===== src/rtl/cpu_pkg.sv =====
// Shared CPU definitions: opcodes, BRANCH select encodings, instruction field
// positions and the fetch-unit state encoding.
package cpu_pkg;

    localparam logic [3:0] OP_ALU  = 4'h0;
    localparam logic [3:0] OP_ADDI = 4'h1;
    localparam logic [3:0] OP_LD   = 4'h2;
    localparam logic [3:0] OP_ST   = 4'h3;
    localparam logic [3:0] OP_LDI  = 4'h4;
    localparam logic [3:0] OP_BR   = 4'h5;
    localparam logic [3:0] OP_BMI  = 4'h6;
    localparam logic [3:0] OP_BPL  = 4'h7;
    localparam logic [3:0] OP_BZ   = 4'h8;
    localparam logic [3:0] OP_JMP  = 4'h9;
    localparam logic [3:0] OP_JR   = 4'hA;
    localparam logic [3:0] OP_NOP  = 4'hE;
    localparam logic [3:0] OP_HALT = 4'hF;

    localparam logic [2:0] BR_NONE = 3'b000;
    localparam logic [2:0] BR_BR   = 3'b001;
    localparam logic [2:0] BR_BMI  = 3'b010;
    localparam logic [2:0] BR_BPL  = 3'b011;
    localparam logic [2:0] BR_BZ   = 3'b100;
    localparam logic [2:0] BR_JR   = 3'b101;

    localparam int OP_MSB  = 31;
    localparam int OP_LSB  = 28;
    localparam int RS_MSB  = 27;
    localparam int RS_LSB  = 24;
    localparam int RT_MSB  = 23;
    localparam int RT_LSB  = 20;
    localparam int RD_MSB  = 19;
    localparam int RD_LSB  = 16;
    localparam int IMM_MSB = 15;
    localparam int IMM_LSB = 0;

    localparam logic [31:0] NOP_INSTR = {OP_NOP, 28'h0};

    typedef enum logic [1:0] {
        FS_IDLE = 2'd0,
        FS_REQ  = 2'd1,
        FS_HOLD = 2'd2,
        FS_ERR  = 2'd3
    } fetch_state_e;

endpackage


===== src/rtl/branch_resolver.sv =====
// Combinational next-PC selection from the BRANCH select, the ALU flags and
// the PC-relative immediate; all arithmetic wraps modulo 2^ADDR_W.
module branch_resolver
    import cpu_pkg::*;
#(
    parameter int ADDR_W = 16
) (
    input  logic [ADDR_W-1:0] pc,
    input  logic [15:0]       imm,
    input  logic [2:0]        branch_sel,
    input  logic              flag_n,
    input  logic              flag_z,
    input  logic [ADDR_W-1:0] jr_target,
    output logic [ADDR_W-1:0] next_pc
);

    logic [ADDR_W-1:0] imm_ext;
    logic [ADDR_W-1:0] seq_pc;
    logic [ADDR_W-1:0] tgt_pc;

    always_comb begin
        imm_ext = ADDR_W'($signed(imm));
        seq_pc  = pc + ADDR_W'(1);
        tgt_pc  = seq_pc + imm_ext;
        next_pc = seq_pc;
        case (branch_sel)
            BR_BR:   next_pc = tgt_pc;
            BR_BMI:  if (flag_n) next_pc = tgt_pc;
            BR_BPL:  if (!flag_n && !flag_z) next_pc = tgt_pc;
            BR_BZ:   if (flag_z) next_pc = tgt_pc;
            BR_JR:   next_pc = jr_target;
            default: next_pc = seq_pc;
        endcase
    end

endmodule


===== src/rtl/instr_fetch_unit.sv =====
// Instruction fetch: owns the PC and instruction register, fetches over a
// req/ack port. Optional fetch watchdog enabled by FETCH_TIMEOUT_EN.
module instr_fetch_unit
    import cpu_pkg::*;
#(
    parameter int                ADDR_W         = 16,
    parameter int                INSTR_W        = 32,
    parameter logic [ADDR_W-1:0] RESET_PC       = '0,
    parameter int                TIMEOUT_CYCLES = 255
) (
    input  logic               clk,
    input  logic               reset,
    output logic               imem_req,
    output logic [ADDR_W-1:0]  imem_addr,
    input  logic               imem_ack,
    input  logic [INSTR_W-1:0] imem_rdata,
    input  logic               loadPC,
    input  logic [2:0]         BRANCH,
    input  logic               flag_n,
    input  logic               flag_z,
    input  logic [ADDR_W-1:0]  jr_target,
    output logic [ADDR_W-1:0]  pc,
    output logic [INSTR_W-1:0] instr,
    output logic [3:0]         op_code,
    output logic [3:0]         rs,
    output logic [3:0]         rt,
    output logic [3:0]         rd,
    output logic [15:0]        imm,
    output logic               instr_valid,
    output logic               fetch_err,
    output logic [1:0]         fetch_state
);

    // Handshake: imem_req is high for every REQ cycle with imem_addr held at
    // pc; imem_ack is a one-cycle pulse whose data is captured on that edge.
    fetch_state_e       state_q, state_d;
    logic [ADDR_W-1:0]  pc_q, pc_d;
    logic [INSTR_W-1:0] instr_q, instr_d;
    logic               valid_q, valid_d;
    logic [ADDR_W-1:0]  next_pc;

`ifdef FETCH_TIMEOUT_EN
    localparam int CNT_W = ($clog2(TIMEOUT_CYCLES + 1) > 8) ? $clog2(TIMEOUT_CYCLES + 1) : 8;
    logic [CNT_W-1:0] cnt_q, cnt_d;
    logic             err_q, err_d;
    logic             timeout_hit;

    assign timeout_hit = (cnt_q == CNT_W'(TIMEOUT_CYCLES - 1));
`else
    logic timeout_unused;
    assign timeout_unused = ^TIMEOUT_CYCLES;
`endif

    branch_resolver #(.ADDR_W(ADDR_W)) u_branch_resolver (
        .pc         (pc_q),
        .imm        (instr_q[IMM_MSB:IMM_LSB]),
        .branch_sel (BRANCH),
        .flag_n     (flag_n),
        .flag_z     (flag_z),
        .jr_target  (jr_target),
        .next_pc    (next_pc)
    );

    always_comb begin
        state_d = state_q;
        pc_d    = pc_q;
        instr_d = instr_q;
        valid_d = valid_q;
`ifdef FETCH_TIMEOUT_EN
        cnt_d   = cnt_q;
        err_d   = err_q;
`endif
        case (state_q)
            // IDLE drops any ack belonging to a fetch abandoned by reset.
            FS_IDLE: begin
                state_d = FS_REQ;
`ifdef FETCH_TIMEOUT_EN
                cnt_d   = '0;
`endif
            end
            FS_REQ: begin
                if (imem_ack) begin
                    instr_d = imem_rdata;
                    valid_d = 1'b1;
                    state_d = FS_HOLD;
                end
`ifdef FETCH_TIMEOUT_EN
                else if (timeout_hit) begin
                    err_d   = 1'b1;
                    state_d = FS_ERR;
                end else begin
                    cnt_d = cnt_q + 1'b1;
                end
`endif
            end
            FS_HOLD: begin
                if (loadPC) begin
                    pc_d    = next_pc;
                    valid_d = 1'b0;
                    state_d = FS_REQ;
`ifdef FETCH_TIMEOUT_EN
                    cnt_d   = '0;
`endif
                end
            end
            FS_ERR:  state_d = FS_ERR;
            default: state_d = FS_IDLE;
        endcase
    end

    always_ff @(posedge clk or negedge reset) begin
        if (!reset) begin
            state_q <= FS_IDLE;
            pc_q    <= RESET_PC;
            instr_q <= INSTR_W'(NOP_INSTR);
            valid_q <= 1'b0;
`ifdef FETCH_TIMEOUT_EN
            cnt_q   <= '0;
            err_q   <= 1'b0;
`endif
        end else begin
            state_q <= state_d;
            pc_q    <= pc_d;
            instr_q <= instr_d;
            valid_q <= valid_d;
`ifdef FETCH_TIMEOUT_EN
            cnt_q   <= cnt_d;
            err_q   <= err_d;
`endif
        end
    end

    assign imem_req    = (state_q == FS_REQ);
    assign imem_addr   = pc_q;
    assign pc          = pc_q;
    assign instr       = instr_q;
    assign op_code     = instr_q[OP_MSB:OP_LSB];
    assign rs          = instr_q[RS_MSB:RS_LSB];
    assign rt          = instr_q[RT_MSB:RT_LSB];
    assign rd          = instr_q[RD_MSB:RD_LSB];
    assign imm         = instr_q[IMM_MSB:IMM_LSB];
    assign instr_valid = valid_q;
    assign fetch_state = state_q;
`ifdef FETCH_TIMEOUT_EN
    assign fetch_err   = err_q;
`else
    assign fetch_err   = 1'b0;
`endif

endmodule


===== config.mk =====
export PLATFORM = sky130hd
export DESIGN_NAME = instr_fetch_unit
export DESIGN_NICKNAME = d
export VERILOG_FILES = /design/src/rtl/cpu_pkg.sv /design/src/rtl/branch_resolver.sv /design/src/rtl/instr_fetch_unit.sv
export SDC_FILE = /design/constraint.sdc
export NUM_CORES = 1
export LEC_CHECK = 0
export CORE_ASPECT_RATIO = 1.25
export CORE_MARGIN = 3
export CORE_UTILIZATION = 39
export CTS_CLUSTER_SIZE = 8
export DETAILED_ROUTE_END_ITERATION = 8
export GPL_TIMING_DRIVEN = 0
export PLACE_DENSITY_LB_ADDON = 0.08
export SLEW_MARGIN = 20
export SYNTH_ARGS = -nofsm -noshare
export SYNTH_HDL_FRONTEND = slang
export SYNTH_SLANG_ARGS = --single-unit

===== constraint.sdc =====
create_clock -name clk -period 2.7 [get_ports clk]
set_clock_uncertainty 0.1 [all_clocks]
set_input_delay 0.675 -clock clk [delete_from_list [all_inputs] [get_ports clk]]
set_output_delay 0.675 -clock clk [all_outputs]
set_load 0.005 [all_outputs]

==> run metrics, run 1 <==
arrival time worst endpoint 2.92 ns; CP Launch Type register; synthesis-stage register bit count roughly 50; largest area contributor in the netlist dfrtp_1; unrepaired setup endpoints after global routing true; Avg Cell Area, Syn 9.79 um2; register area share after synthesis 34.4%; wire length of the first global-routing pass 17.7 mm; Crit path max-delay family simple AND/OR/NAND/NOR gates; max-slew violation count 0; initial antenna violation count 0; Post-Syn Nets 459; Seq pwr share 20.1%; top cells by area, synth dfrtp_1 (32%), buf_4 (9.9%), mux2_2 (9.7%); I/O Buffers roughly 160; R2R cell count 12; Reg-to-Reg Start imem_addr[3]$_DFFE_PN0P_; RePlAce Congestion about 0.83; Setup crit end kind register; Die H ~120 um; non-filler instance count after layout about 700; DP HPWL slightly above 8 mm; minimum clock period roughly 2.8 ns; switching component of the power 3150 uW; CTS buffer count 5; Starting Density between 40 and 50%; commonest non-fill, non-tap cell in the layout clkdlybuf4s50_1; Main synth FF type dfrtp_1; Detailed Routing Iterations Pass 1 5; WL final around 12 mm; Final Util just under 70%; leak pwr approximately 0.0026 uW; ant diodes 0; CP Cell Sequence and4_4, and2_4, nand3_2, xnor2_4, buf_4, ha_2, nand2_1, nor2_1, nor4_1, a21oi_1, xnor2_1, o21ai_1; DP Worst Slack -0.454 ns; CTS root buf clkbuf_16; failing checks setup timing; layout overhead on the synthesized area 68.0%; power per cell area between 1000 and 1500 nW/um2; via-per-instance ratio 5.21; Hold Slack slightly above 0.3 ns; Worst-path clk slew approximately 0.070 ns; max incr delay on CP 0.39 ns; Comb pwr share 72.2%; post-synth top area share between 30% and 40%; die area 10800 um2; distinct cell type count after synthesis 57; Post-synth EDFFs 0; Clock Power Share under 10%; Crit path required time between 2 and 3 ns; leading cell types in the layout, fill and taps excluded clkdlybuf4s50_1 (155), buf_4 (77), dfrtp_1 (38), mux2_2 (32), nand2_1 (26); GRT overflow 0; synthesis warning total 0; Clk Latency, worst-skew pair 0.30 ns; critical path class register to register; post-route setup slack -0.138 ns; fin nets 652; fmax 352 MHz; die width 93.4 um; Vias 3629; Tot Pwr slightly above 8000 uW; CTS tree built; R2R Path End imem_addr[14]$_DFFE_PN0P_; largest net degree at the start of global routing between 50 and 60; R2R setup slack -0.14 ns; Core Rows 39; max cap viols 0; layout cells sized above 1 about 34%; Fin. Hold Viols 0; dpl cells 659; CTS sink cnt 51; sw frac 38.0%; cell-internal power between 5000 and 6000 uW; GR Util All Layers about a fifth; slew margin rel. 54.9%; slowest CP cell dfrtp_2; clk buf depth 2; Mapped Cells 380; Slew @ Worst Pin approximately 0.68 ns; Initial DRC Count approximately 170; Levels on crit path 12; cell area after synthesis about 3700 um2; number of global-route vias before repair around 3700; outcome finished, violations left; count of final setup violators 3; DR DRC count 0; CTS Hold Bufs 0; Hold Crit Class primary input to async pin; Ports approximately 160; antenna-violating nets left 0; crit path buf inv count 1; DR WL/cell roughly 17 um; core area around 9200 um2; final worst-path cycle share 105%; FFs w/ async S/R, synth between 90% and 100%; htree depth 2; crit-path max FO 5; Max IR drop VDD approximately 0.64 mV
## worst register-to-register path, cell delays in order, from the launching register on
cell,delay [ns]
dfrtp_2,0.39
and4_4,0.27
and2_4,0.18
nand3_2,0.12
xnor2_4,0.25
buf_4,0.15
ha_2,0.31
nand2_1,0.09
nor2_1,0.04
nor4_1,0.32
a21oi_1,0.15
xnor2_1,0.26
o21ai_1,0.09
## logic make-up after synthesis
logic type / count (synthesis) / share of synthesized area, %
muxes: 34 / 10.2
adders and majority gates: 22 / 7.60
and+or+nand+nor: 92 / 13.8
DFF: 51 / 34.4
other: 1 / 0.101
xor gates and xnor gates: 27 / 6.35
buffers and inverters: 65 / 11.6
AOI/OAI and AO/OA: 88 / 15.9
## synthesized netlist by cell type, types with 3 or more instances
master    count
and3_1        8
mux2_2       32
nor3_1        3
xor2_1       10
and4_1        4
nor2b_1       8
o211ai_1      3
o21ai_0      15
buf_4        49
nand2_1      27
buf_2         4
ha_1         21
clkbuf_1      9
o221ai_1      3
inv_1         3
a31oi_1       3
nand4_1       4
nand3_1      10
dfrtp_1      48
a21o_1        5
and2_1        4
xnor2_1      17
a221oi_1      5
a21oi_1      26
nor2_1       13
dfstp_2       3
o21a_1        3
## registers in the layout, indices dropped and copies added (netlist names)
register and flops:
instr_valid 1, imem_addr 16, instr 32, fetch_state 2
## cell type report
cell class | count | area, um2
Sequential cell | 51 | 1290
Multi-Input combinational cell | 264 | 2420
Clock inverter | 1 | 5.00
Inverter | 3 | 11.3
Buffer | 62 | 423
Tap cell | 123 | 154
Fill cell | 730 | 2970
Clock buffer | 7 | 133
Timing Repair Buffer | 186 | 1810
## worst max-delay path by stage
stage	slack (ns)	end	start
6_report	-0.14	imem_addr[14]$_DFFE_PN0P_	imem_addr[3]$_DFFE_PN0P_
5_1_grt	-0.34	imem_addr[14]$_DFFE_PN0P_	imem_addr[3]$_DFFE_PN0P_
4_1_cts	-0.03	imem_addr[15]$_DFFE_PN0P_	imem_addr[2]$_DFFE_PN0P_
3_5_place_dp	-0.45	imem_addr[15]$_DFFE_PN0P_	imem_addr[0]$_DFFE_PN0P_
3_3_place_gp	-1.0	imem_addr[2]$_DFFE_PN0P_	reset
2_1_floorplan	0.003	imem_addr[15]$_DFFE_PN0P_	imem_addr[3]$_DFFE_PN0P_
## per-stage QoR
step | TNS (ns) | area (um2)
after global routing | -0.859 | 6250
after floorplan | 0 | 3730
final | -0.277 | 6250
after detailed placement | -2.42 | 5440
after CTS | -0.0346 | 5850
after global placement | -41.29 | 5450
## what timing repair did
| item | 4_1_cts | 5_1_grt |
|---|---|---|
| buffers inserted | 18 | 12 |
| pin swaps | 9 | 26 |
| resized for setup | 37 | 37 |
| endpoints found under the setup margin | 9 | 8 |
## power groups by stage
stage / Combinational, uW / Clock [uW] / Sequential (uW)
floorplan: 2640 / 0 / 1590
global placement: 4660 / 0 / 1660
detailed placement: 4740 / 0 / 1680
CTS: 5270 / 649 / 1630
global route: 6430 / 680 / 1730
finish: 5980 / 637 / 1670
## metal layers
metal	global-route usage (%)	vias to the layer above	part of all wire, %
met5	0	-	0
met4	7.92	0	2.4
met3	4.58	20	7.0
met2	35.0	163	50
met1	25.5	1730	40
li1	-	1716	-
(Power assumes the default switching activity.)
==> run 2, diff against run 1 <==
CORE_MARGIN = 5   (was 3)
SYNTH_HIERARCHICAL = 1   (was not set)
TNS_END_PERCENT = 20   (was not set)
==> run 2 against run 1 <==
  * The run still ends with setup timing left
  * Routed wire length increased by 0.73%
  * Combinational power down 17%
  * Final cell count fell by 2.2%
  * Global-route usage is 1.2 points lower
  * Critical path depth grew 2
  * Die area grew 8.6%
  * Sequential share of layout area is 0.40 points lower
  * Critical endpoint is now imem_addr[15]$_DFFE_PN0P_
  * Largest cell class unchanged
  * Highest routed layer unchanged
==> run metrics, run 2 <==
outcome finished, violations left; failing checks setup timing; Reg-to-Reg Start imem_addr[4]$_DFFE_PN0P_; CTS sink cnt 51 (unchanged); Max IR drop VDD 0.561 mV (-13%); R2R Path End imem_addr[15]$_DFFE_PN0P_; count leader, synth buf_4; R2R cell count 14 (+2); Worst-path clk slew 0.07 ns (about the same); R2R setup slack -0.32 ns (-0.18 ns); Initial DRC Count 121 (-27%); register area share after synthesis 34.2% (-0.23 points); max-slew violation count 0 (unchanged); CTS root buf clkbuf_16; final worst-path cycle share 112% (+6.7 points); arrival time worst endpoint 3.10 ns (+0.18 ns); largest net degree at the start of global routing 52 (unchanged); Post-Syn Nets 449 (-2.2%); dpl cells 652 (-1.1%); die width 97.7 um (+4.6%); Post-synth top cells buf_4 (52), dfrtp_1 (48), mux2_2 (38); layout cells sized above 1 40.3% (+6.3 points); Fin. Hold Viols 0 (unchanged); commonest non-fill, non-tap cell in the layout clkdlybuf4s50_1; CTS tree built; antenna-violating nets left 0 (unchanged); ant diodes 0 (unchanged); DR DRC count 0 (unchanged); Die H 120 um (+3.8%); crit path buf inv count 3 (+2); leading cell types in the layout, fill and taps excluded clkdlybuf4s50_1 (155), buf_4 (74), dfrtp_1 (39), mux2_2 (38), nand2_1 (18); die area 11700 um2 (+8.6%); number of global-route vias before repair 3770 (+3.0%); distinct cell type count after synthesis 55 (-3.5%); Main synth FF type dfrtp_1; cell area after synthesis 3750 um2 (+0.67%); fmax 331 MHz (-6.0%); GR Util All Layers 19.4% (-1.2 points); Ports 158 (unchanged); I/O Buffers 156 (unchanged); CP Cell Sequence buf_6, nand4_1, buf_4, nor3_4, xor2_2, buf_4, ha_1, nand2_1, a21oi_1, a211oi_2, a21oi_2, xnor2_1, o221ai_1, mux2_4; power per cell area 1160 nW/um2 (-12%); Avg Cell Area, Syn 10.1 um2 (+3.4%); leak pwr 0.00271 uW (+4.0%); Post-synth EDFFs 0 (unchanged); Detailed Routing Iterations Pass 1 4 (-1); unrepaired setup endpoints after global routing true; DR WL/cell 17.2 um (+2.9%); via-per-instance ratio 5.08 (-2.5%); DP HPWL 8.29 mm (+3.1%); RePlAce Congestion 0.903 (+8.2%); max cap viols 0 (unchanged); htree depth 2 (unchanged); CTS buffer count 5 (unchanged); max incr delay on CP 0.41 ns (+0.02 ns); synthesis warning total 6 (+6); Hold Slack 0.305 ns (-0.00572 ns); Crit path required time 2.78 ns (about the same); non-filler instance count after layout 682 (-2.2%); GRT overflow 0 (unchanged); slowest CP cell dfrtp_2; fin nets 634 (-2.8%); largest area contributor in the netlist dfrtp_1; wire length of the first global-routing pass 18.3 mm (+3.9%); Vias 3462 (-4.6%); Mapped Cells 370 (-2.6%); core area 9510 um2 (+3.1%); slew margin rel. 55.5% (+0.60 points); crit-path max FO 5 (unchanged); clk buf depth 2 (unchanged); FFs w/ async S/R, synth 100% (unchanged); Hold Crit Class primary input to async pin; most used cell along the critical path buf_4; Crit path max-delay family buffers and inverters; top cells by area, synth dfrtp_1 (32%), mux2_2 (11%), buf_4 (10%); minimum clock period 3.02 ns (+0.181 ns); Clk Latency, worst-skew pair 0.30 ns (about the same); post-route setup slack -0.319 ns (-0.181 ns); post-synth top area share 32.1% (-0.22 points); WL final 11.7 mm (+0.73%); layout overhead on the synthesized area 70.0%; CTS Hold Bufs 0 (unchanged); Slew @ Worst Pin 0.668 ns (-0.00906 ns); max FFs per register 32 (unchanged); synthesis-stage register bit count 51 (unchanged); Starting Density 39.4% (-0.95 points); count of final setup violators 10 (+7); CP Launch Type register; critical path class register to register; Core Rows 40 (+2.6%); initial antenna violation count 0 (unchanged); Setup crit end kind register
==> run 2: changes by cell type after synthesis, moves of 4 or more <==
| cell | before | now |
|---|---|---|
| and4_1 | 4 | 0 |
| inv_1 | 3 | 9 |
| mux2_4 | 0 | 10 |
| nand2_1 | 27 | 23 |
| mux2_2 | 32 | 38 |
| buf_2 | 4 | 0 |
| a221oi_1 | 5 | 0 |
| a22oi_1 | 2 | 10 |
| a21oi_1 | 26 | 17 |
| nor2_1 | 13 | 18 |
| nor2b_1 | 8 | 2 |
| and3_1 | 8 | 1 |
==> run 2: cell families (layout without fill, tap and decap cells) <==
group	Yosys count	in the layout	synth area share [%]
xor+xnor	27	27	6.51
flops	51	51	34.2
compound gates	68	68	11.6
other cells	1	1	0.100
fa+ha+maj	22	22	7.55
mux	50	50	16.0
buf+inv	70	256	12.9
simple gates	81	81	11.3
==> run 2: timing repair <==
item,4_1_cts,5_1_grt
gates resized for setup,76,24
setup buffers,21,4
pin swaps,23,15
endpoints found under the hold margin,0,0
endpoints found under the setup margin,14,15
==> run 2: cell type report <==
type / count / area, um2
multi-input cells: 249 / 2510
clock buffers: 6 / 139
plain buffers: 59 / 442
well taps: 126 / 158
inverters: 9 / 33.8
fillers: 719 / 3140
clock inverters: 2 / 38.8
repair buffers: 180 / 1750
flip-flops and latches: 51 / 1290
==> run 2: worst max-delay path by stage <==
stage,startpoint,cells past startpoint,endpoint,slack [ns]
final,imem_addr[4]$_DFFE_PN0P_,14,imem_addr[15]$_DFFE_PN0P_,-0.32
after global routing,imem_addr[4]$_DFFE_PN0P_,14,imem_addr[15]$_DFFE_PN0P_,-0.51
after CTS,imem_addr[0]$_DFFE_PN0P_,13,imem_addr[15]$_DFFE_PN0P_,-0.21
after detailed placement,imem_addr[0]$_DFFE_PN0P_,11,imem_addr[13]$_DFFE_PN0P_,-0.61
after global placement,reset,1,imem_addr[0]$_DFFE_PN0P_,-0.98
after floorplan,imem_addr[3]$_DFFE_PN0P_,14,imem_addr[14]$_DFFE_PN0P_,-0.11
==> run 2: per-layer routing <==
layer	wire (um)	global-route usage, %	up-vias
li1	-	-	1634
met1	4630	21.8	1669
met2	5990	34.5	139
met3	798	5.70	20
met4	277	7.53	0
met5	0	0	-
==> run 2: metrics by stage <==
step           util (%)  power [uW]  setup TNS, ns  instance area (um2)  setup WS [ns]
3_3_place_gp       58.0        5540         -44.61                 5510         -0.978
6_report           67.0        7420          -2.20                 6370         -0.319
2_1_floorplan         -        3700         -0.628                 3790         -0.115
3_5_place_dp       57.9        5610          -6.44                 5510         -0.609
5_1_grt            67.0        7900          -3.77                 6370         -0.514
4_1_cts            65.5        7160          -1.47                 6220         -0.211
==> run 2: where the power goes <==
| part | internal (uW) | switching (uW) |
|---|---|---|
| clock network | 467 | 301 |
| registers | 1130 | 524 |
| logic | 3110 | 1890 |
| total | 4700 | 2710 |
==> run 3, diff against run 2 <==
--- a/config.mk
+++ b/config.mk
@@ -6,4 +6,5 @@
 export NUM_CORES = 1
 export LEC_CHECK = 0
+export CAP_MARGIN = 20
 export CORE_ASPECT_RATIO = 1.25
 export CORE_MARGIN = 5
@@ -13,4 +14,5 @@
 export GPL_TIMING_DRIVEN = 0
 export PLACE_DENSITY_LB_ADDON = 0.08
+export RECOVER_POWER = 25
 export SLEW_MARGIN = 20
 export SYNTH_ARGS = -nofsm -noshare
==> constraint.sdc (replaced) <==
create_clock -name clk -period 2.7 [get_ports clk]
set_clock_uncertainty 0.1 [all_clocks]
set_input_delay 0.675 -clock clk [delete_from_list [all_inputs] [get_ports clk]]
set_output_delay 0.675 -clock clk [all_outputs]
set_load 0.05 [all_outputs]
==> run 3 against run 2 <==
  * Final cell count increased by 0.29%
  * Routed wire length decreased by 3.4%
  * The flow still finishes with violations (setup timing)
  * Largest cell class unchanged
  * Critical endpoint is now imem_addr[7]$_DFFE_PN0P_
  * Highest routed layer unchanged
  * Die area unchanged
  * Register-to-register slack got worse by 0.02 ns
  * Fmax decreased by 0.78%
  * Critical path type unchanged
==> run metrics, run 3 (synthesis results as in run 2) <==
outcome finished, violations left; failing checks setup timing; fin nets 636 (+0.32%); arrival time worst endpoint 3.12 ns (+0.02 ns); dpl cells 652 (unchanged); GR Util All Layers 18.6% (-0.81 points); layout overhead on the synthesized area 69.1%; I/O Buffers 156 (unchanged); max-slew violation count 0 (unchanged); critical path class register to register; commonest non-fill, non-tap cell in the layout clkdlybuf4s50_1; core area 9510 um2 (unchanged); Detailed Routing Iterations Pass 1 4 (unchanged); max FFs per register 32 (unchanged); DR WL/cell 16.5 um (-3.7%); Hold Crit Class register to register; wire length of the first global-routing pass 17.7 mm (-3.4%); count of final setup violators 9 (-1); ant diodes 0 (unchanged); initial antenna violation count 0 (unchanged); post-route setup slack -0.343 ns (-0.0238 ns); Setup crit end kind register; WL final 11.3 mm (-3.4%); die width 97.7 um (unchanged); setup tns final -2.38 ns (-0.174 ns); Starting Density 39.4% (unchanged); slew margin rel. 12.8% (-43 points); largest net degree at the start of global routing 52 (unchanged); CTS buffer count 5 (unchanged); Fin. Hold Viols 0 (unchanged); CP Launch Type register; DR DRC count 0 (unchanged); GRT overflow 0 (unchanged); crit-path max FO 6 (+1); clk buf depth 2 (unchanged); CTS Hold Bufs 0 (unchanged); leading cell types in the layout, fill and taps excluded clkdlybuf4s50_1 (155), buf_4 (76), mux2_2 (38), dfrtp_1 (35), nand2_1 (20); unrepaired setup endpoints after global routing true; number of global-route vias before repair 3582 (-5.0%); Vias 3444 (-0.52%); Finished Cell Area 6340 um2 (-0.49%); antenna-violating nets left 0 (unchanged); Cell Area, Placed 5550 um2 (+0.68%); Core Rows 40 (unchanged); Fillers 747 (+3.9%); Clk Latency, worst-skew pair 0.29 ns (about the same); Slew @ Worst Pin 1.31 ns (+0.640 ns); Die H 120 um (unchanged); fmax 329 MHz (-0.78%); final worst-path cycle share 113% (+0.88 points); Crit path required time 2.78 ns (about the same); CTS root buf clkbuf_16; non-filler instance count after layout 684 (+0.29%); DP HPWL 8.17 mm (-1.5%); htree depth 2 (unchanged); die area 11700 um2 (unchanged); RePlAce Congestion 0.864 (-4.2%); Initial DRC Count 150 (+24%); max cap viols 0 (unchanged); CTS tree built; minimum clock period 3.04 ns (+0.0238 ns); Ports 158 (unchanged); via-per-instance ratio 5.04 (-0.81%); CTS sink cnt 51 (unchanged); Worst-path clk slew 0.07 ns (about the same); layout cells sized above 1 39.6% (-0.68 points)
## run 3: cell types whose count changed in the layout (fill, tap and decap cells not counted), sizes merged
cell and delta:
clkbuf +2, bufinv -1, clkinvlp +1
## run 3: final timing paths
| path | cells after the start | end | slack (ns) | startpoint |
|---|---|---|---|---|
| setup / recovery | 12 | imem_addr[7]$_DFFE_PN0P_ | -0.34 | imem_addr[1]$_DFFE_PN0P_ |
| hold / removal | 1 | instr[20]$_DFFE_PN0P_ | 0.44 | instr[20]$_DFFE_PN0P_ |
| setup reg to reg | 12 | imem_addr[7]$_DFFE_PN0P_ | -0.34 | imem_addr[1]$_DFFE_PN0P_ |
| hold reg to reg | 1 | instr[20]$_DFFE_PN0P_ | 0.44 | instr[20]$_DFFE_PN0P_ |
| max in group asynchronous | 1 | imem_addr[0]$_DFFE_PN0P_ | 0.99 | reset |
| min in group asynchronous | 1 | instr[24]$_DFFE_PN0P_ | 0.56 | reset |
## run 3: worst max-delay path, cell delays in order, from the launching register on
cell	delay, ns
dfrtp_4	0.50
ha_4	0.18
nand3_4	0.11
buf_4	0.18
xnor2_4	0.13
ha_4	0.31
nand2_4	0.06
o31ai_4	0.34
a31o_2	0.27
xnor2_1	0.14
nor2_1	0.08
a221o_1	0.27
mux2_2	0.26
## run 3: layout make-up
class,count,area (um2),share of cell area (%)
timing repair buffer,182,1770,27.9
tap,126,158,2.49
inverter,9,33.8,0.533
multi-input combinational,249,2490,39.3
buffer,59,442,6.97
clock buffer,6,129,2.03
clock inverter,2,16.3,0.257
sequential,51,1300,20.5
## run 3: routing by layer
layer  vias up  GRT usage, %  part of all wire (%)
li1       1631             -                     -
met1      1650          21.3                    40
met4         0          5.11                   2.1
met5         -             0                     0
met2       144          33.4                    51
met3        19          5.87                   7.1
## run 3: per-stage QoR
| step | util (%) | setup slack [ns] | hold slack (ns) |
|---|---|---|---|
| 2_1_floorplan | - | -0.255 | 0.279 |
| 3_3_place_gp | 58.4 | -1.13 | 0.412 |
| 3_5_place_dp | 58.3 | -0.565 | 0.428 |
| 4_1_cts | 64.7 | -0.235 | 0.331 |
| 5_1_grt | 66.6 | -0.438 | 0.465 |
| 6_report | 66.6 | -0.343 | 0.442 |
## run 3: repair_timing
item / CTS / global route
endpoints found under the setup margin: 14 / 15
pin swaps: 34 / 23
resized for setup: 62 / 21
setup buffers: 18 / 8
Power of run 3 is not shown: default switching activity piles up to over one toggle a cycle in this logic, so the estimate is an artifact.
